===== src/rtl/i2c_tx_fifo_sequencer.sv =====
// TX sequencer: START, then pop xfer_len bytes from the sync FIFO into the I2C byte engine, then STOP.
// Optional FIFO-starvation abort is compiled in with `define I2C_TX_STARVE_TIMEOUT_EN.
module i2c_tx_fifo_sequencer #(
   parameter int data_width   = 8,
   parameter int len_width    = 8,
   parameter int starve_limit = 255
) (
   input  logic                  clock,
   input  logic                  reset,
   input  logic                  start_req,
   input  logic [len_width-1:0]  xfer_len,
   output logic                  busy,
   output logic                  done,
   output logic                  error,
   output logic [len_width-1:0]  bytes_sent,
   output logic                  fifo_rd_req,
   input  logic [data_width-1:0] fifo_rd_data,
   input  logic                  fifo_empty,
   output logic                  eng_start,
   output logic                  eng_stop,
   output logic [data_width-1:0] eng_byte,
   output logic                  eng_byte_valid,
   input  logic                  eng_byte_ready,
   input  logic                  eng_nack,
   input  logic                  eng_cmd_done
);

   typedef enum logic [2:0] {
      s_idle,
      s_start,
      s_fetch,
      s_wait_data,
      s_send,
      s_stop
   } state_t;

   state_t                state_q, state_d;
   logic [len_width-1:0]  remaining_q, remaining_d;
   logic [len_width-1:0]  bytes_sent_q, bytes_sent_d;
   logic                  error_q, error_d;
   logic                  done_q, done_d;
   logic [data_width-1:0] eng_byte_q, eng_byte_d;

`ifdef I2C_TX_STARVE_TIMEOUT_EN
   localparam int starve_w = (starve_limit > 1) ? $clog2(starve_limit + 1) : 1;
   logic [starve_w-1:0] starve_q, starve_d;
`endif

   // NOTE: every signal written here gets a default first, so no path can leave one unassigned and infer a latch.
   always_comb begin
      state_d        = state_q;
      remaining_d    = remaining_q;
      bytes_sent_d   = bytes_sent_q;
      error_d        = error_q;
      done_d         = 1'b0;
      eng_byte_d     = eng_byte_q;
      busy           = (state_q != s_idle);
      fifo_rd_req    = 1'b0;
      eng_start      = 1'b0;
      eng_stop       = 1'b0;
      eng_byte_valid = 1'b0;
`ifdef I2C_TX_STARVE_TIMEOUT_EN
      starve_d       = starve_q;
`endif

      case (state_q)
         s_idle: begin
            if (start_req) begin
               error_d      = 1'b0;
               bytes_sent_d = '0;
               if (xfer_len == '0) begin
                  done_d = 1'b1;
               end else begin
                  remaining_d = xfer_len;
                  state_d     = s_start;
               end
            end
         end

         s_start: begin
            eng_start = 1'b1;
            if (eng_cmd_done) begin
               state_d = s_fetch;
`ifdef I2C_TX_STARVE_TIMEOUT_EN
               starve_d = '0;
`endif
            end
         end

         s_fetch: begin
            if (!fifo_empty) begin
               fifo_rd_req = 1'b1;
               state_d     = s_wait_data;
`ifdef I2C_TX_STARVE_TIMEOUT_EN
               starve_d    = '0;
            end else if (starve_q == starve_w'(starve_limit - 1)) begin
               // This empty cycle is the starve_limit-th one in a row.
               error_d = 1'b1;
               state_d = s_stop;
            end else begin
               starve_d = starve_q + starve_w'(1);
`endif
            end
         end

         s_wait_data: begin
            // FIFO read data is registered, so it is valid only now.
            eng_byte_d = fifo_rd_data;
            state_d    = s_send;
         end

         s_send: begin
            eng_byte_valid = 1'b1;
            if (eng_byte_ready) begin
               if (eng_nack) begin
                  error_d = 1'b1;
                  state_d = s_stop;
               end else begin
                  bytes_sent_d = bytes_sent_q + len_width'(1);
                  remaining_d  = remaining_q - len_width'(1);
                  if (remaining_q == len_width'(1)) begin
                     state_d = s_stop;
                  end else begin
                     state_d = s_fetch;
`ifdef I2C_TX_STARVE_TIMEOUT_EN
                     starve_d = '0;
`endif
                  end
               end
            end
         end

         s_stop: begin
            eng_stop = 1'b1;
            if (eng_cmd_done) begin
               done_d  = 1'b1;
               state_d = s_idle;
            end
         end

         default: state_d = s_idle;
      endcase
   end

   // NOTE: state registers use non-blocking assignments so every flop samples pre-edge values.
   always_ff @(posedge clock or posedge reset) begin
      if (reset) begin
         state_q      <= s_idle;
         remaining_q  <= '0;
         bytes_sent_q <= '0;
         error_q      <= 1'b0;
         done_q       <= 1'b0;
         eng_byte_q   <= '0;
`ifdef I2C_TX_STARVE_TIMEOUT_EN
         starve_q     <= '0;
`endif
      end else begin
         state_q      <= state_d;
         remaining_q  <= remaining_d;
         bytes_sent_q <= bytes_sent_d;
         error_q      <= error_d;
         done_q       <= done_d;
         eng_byte_q   <= eng_byte_d;
`ifdef I2C_TX_STARVE_TIMEOUT_EN
         starve_q     <= starve_d;
`endif
      end
   end

   assign done       = done_q;
   assign error      = error_q;
   assign bytes_sent = bytes_sent_q;
   assign eng_byte   = eng_byte_q;

endmodule


===== config.mk =====
export PLATFORM = sky130hd
export DESIGN_NAME = i2c_tx_fifo_sequencer
export DESIGN_NICKNAME = d
export VERILOG_FILES = /design/src/rtl/i2c_tx_fifo_sequencer.sv
export SDC_FILE = /design/constraint.sdc
export NUM_CORES = 1
export LEC_CHECK = 0
export ABC_AREA = 1
export ABC_CLOCK_PERIOD_IN_PS = 1600
export CAP_MARGIN = 20
export CELL_PAD_IN_SITES_DETAIL_PLACEMENT = 0
export CELL_PAD_IN_SITES_GLOBAL_PLACEMENT = 1
export CORE_AREA = 8 8 81 83
export CTS_CLUSTER_DIAMETER = 200
export CTS_CLUSTER_SIZE = 12
export DETAILED_ROUTE_END_ITERATION = 7
export DIE_AREA = 0 0 89 91
export PLACE_DENSITY_LB_ADDON = 0.1
export SYNTH_ARGS = -nofsm -noshare
export SYNTH_HDL_FRONTEND = slang
export SYNTH_SLANG_ARGS = --single-unit

===== constraint.sdc =====
create_clock -name clock -period 1.6 [get_ports clock]
set_input_delay 0.32 -clock clock [delete_from_list [all_inputs] [get_ports clock]]
set_output_delay 0.32 -clock clock [all_outputs]
set_load 0.01 [all_outputs]

==> metrics.md <==
| Metric | Value |
|---|---|
| Outcome | complete, no violations |
| Placed Instances | 372 |
| CTS Buf Count | 5 |
| Peak VDD IR | 0.825 mV |
| Syn_area_per_cell | 7.63 um2 |
| Post-DP HPWL | 3530 um |
| Core area | 5340 um2 |
| Synthesized cell area | 1780 um2 |
| CP Class | reg2out |
| Max-slew headroom | 82.7% |
| Required time worst endpoint | 1280 ps |
| Setup Viol. Count Final | 0 |
| Library cells used by synthesis | 25 |
| Ys async rst share | 100% |
| Synthesized net count | 259 |
| Cell chain of the critical path | clkdlybuf4s50_1 |
| DRT Wirelength | 4610 um |
| Post-DP Area | 2500 um2 |
| Vias | 1,757 |
| Crit Path Max Fanout | 4 |
| Area Overhead vs Synth | 54.6% |
| P_leak | 0.00141 uW |
| Starting density of the core | 33.3% |
| Final core occ | 51.5% |
| Per-cell routed wire length | 11.7 um |
| H-tree levels | 2 |
| Buf/Inv on CP | 1 |
| FMAX | 652 MHz |
| Critical Path AT | 1210 ps |
| Crit share post-route | 95.9% |
| Post-Layout Cell Count | 395 |
| Final hold vios | 0 |
| All-Layer GR Usage | 12.1% |
| Worst skew pair latency | 280 ps |
| CTS clk-pin slew, worst paths | 70 ps |
| Post-synth top area share | 40.8% |
| Area contributors post-synth | dfrtp_1 (41%), nand2_1 (15%), inv_1 (5.9%), nand3_1 (5.9%), mux2_2 (5.1%) |
| RSZ-0062 raised after global routing | no |
| Die Width | 89 um |
| Clk sink count | 29 |
| Pins Over Slew Limit | 0 |
| Nets@finish | 348 |
| Number of global-route vias before repair | 1,750 |
| #FFs+latches synth | 29 |
| Class of the worst hold path | in2async |
| Global-route wire length before repair | 7720 um |
| Crit path max-delay cell type | clkdlybuf4s50_1 |
| CTS root buffer | clkbuf_8 |
| Drt initial violations | 42 |
| Worst-Margin Slew | 259 ps |
| Min Clock Period, post-route | 1530 ps |
| Register area share after synthesis | 40.8% |
| Critical path's top delay family | buffers and inverters |
| Top FF cell, synth | dfrtp_1 |
| Power Dens Cells | 1560 nW/um2 |
| Num ports | 46 |
| Pin count of the biggest net entering global routing | 30 |
| Post-synth EDFFs | 0 |
| Cells after synthesis | 233 |
| Synth area leader | dfrtp_1 |
| Vias per inst | 4.45 |
| CTS tree | done |
| # diodes | 0 |
| Startpoint Class | register |
| Drt drc | 0 |
| Die Y | 91 um |
| # rows | 27 |
| Worst Skew | 5.60 ps |
| Clock tree buffer depth | 2 |
| Layout cell share with drive strength beyond 1 | 28.5% |
| Die area | 8100 um2 |
| Post-route cell area | 2750 um2 |
| Pre-Repair DR Iteration Count | 4 |
| Grt total ovfl | 0 |
| Yosys Warn Count | 0 |
| Post-route antenna net violation count | 0 |
| Area taken by multi-input logic gates | 935 um2 |
| IO buf count | 45 |
| Critical path endpoint category | output port |
| Initial antenna violation count | 0 |
| RePlAce Congestion | 0.823 |
| Register Area | 729 um2 |
| Slowest stage delay, CP | 550 ps |
| FILL cells | 578 |
| Max-cap violations | 0 |
## stage by stage
stage	hold WS, ps	power (uW)	TNS (ps)	setup WS, ps
3_3_place_gp	477	3410	-1180	-189
3_5_place_dp	483	3410	-1340	-211
4_1_cts	373	4120	-11.6	-9.69
6_report	368	4290	0	65.3
2_1_floorplan	398	2490	0	235
5_1_grt	403	4650	0	5.99
## routing by layer
| metal | vias up | GRT usage, % | share of wire, % |
|---|---|---|---|
| met5 | - | 0 | 0 |
| met3 | 5 | 5.77 | 7.1 |
| li1 | 916 | - | - |
| met2 | 33 | 19.5 | 47 |
| met1 | 803 | 13.7 | 45 |
| met4 | 0 | 3.74 | 1.2 |
## logic make-up (layout without fill, tap and decap cells)
logic type	Yosys count	in the layout	synth area share (%)
AO/OA/AOI/OAI	22	22	7.60
XOR/XNOR	3	3	1.48
adder cells (fa/ha/maj)	3	3	2.11
buffers and inverters	34	124	8.16
flip-flops	29	29	40.8
multiplexers	8	8	5.07
AND/OR/NAND/NOR	134	134	34.8
## flip-flops by register name, summed over array words and instances, names as in the netlist
register	flops
bytes_sent	8
done	1
eng_byte	8
error	1
remaining_q	8
state_q	3
## worst register-to-register path: cells and delay by family (launching register included)
| family | cells | cell delay (ps) |
|---|---|---|
| compound gates | 1 | 60 |
| buf+inv | 3 | 380 |
| flops | 1 | 440 |
| simple gates | 6 | 580 |
## Yosys cell counts, types with 2 or more instances
cell,instances
o21bai_1,3
nor2_4,2
dfrtp_1,29
inv_1,28
nand2_2,3
nand3_1,21
nand2_4,2
mux2_2,8
o21ai_0,14
nor2_1,23
nand4_1,3
nand3_2,3
or2_2,4
ha_1,3
xor2_1,2
nand2_1,71
buf_2,3
o21ai_2,4
## layout make-up
type	instances	area share [%]
Multi-Input combinational cell	170	34.0
Timing Repair Buffer	86	28.9
Sequential cell	29	26.5
Inverter	30	4.28
Tap cell	72	3.28
Clock buffer	6	2.64
Clock inverter	2	0.364
## placed cells by master, fill, tap and decap left out, types with 2 or more instances in the layout
master            n
nand3_4           2
buf_2             3
dlymetal6s2s_1    2
or2_2             4
nand2_4           3
nor2_4            2
clkdlybuf4s50_1  38
o21ai_0          14
dfrtp_1          26
dfrtp_2           3
buf_12            3
o21bai_1          3
buf_6             3
inv_1            25
nand3_2           3
inv_4             2
o21ai_2           4
clkbuf_8          5
buf_4            34
nand2_1          70
ha_1              3
inv_2             3
xor2_1            2
mux2_2            8
nand4_1           3
nand2_2           3
clkbuf_2          2
nand3_1          20
nor2_1           22
clkinv_2          2
## path summary, 6_finish.rpt
check                           cells after the start  slack, ps          start              to
worst max-delay path                                1         70  bytes_sent[1]   bytes_sent[1]
worst min-delay path                                3        370          reset   bytes_sent[2]
worst max register to register                     10         90     state_q[0]  remaining_q[0]
worst min register to register                      2        490          error           error
max in group asynchronous                           3       1050          reset      state_q[1]
min in group clock                                  2        490          error           error
## report_power, final
group          switching, uW  internal [uW]
sequential               205           1010
combinational           1210           1290
clock                    282            301
total                   1700           2600
## what timing repair did
item	in CTS	in global routing
setup buffers	8	7
endpoints found under the setup margin	14	17
pin swaps	2	3
cloned	0	0
gates resized for setup	17	21
hold buffers	0	0
hold endpoints to repair	0	0
Note: power is estimated with default switching activity, not from simulation.
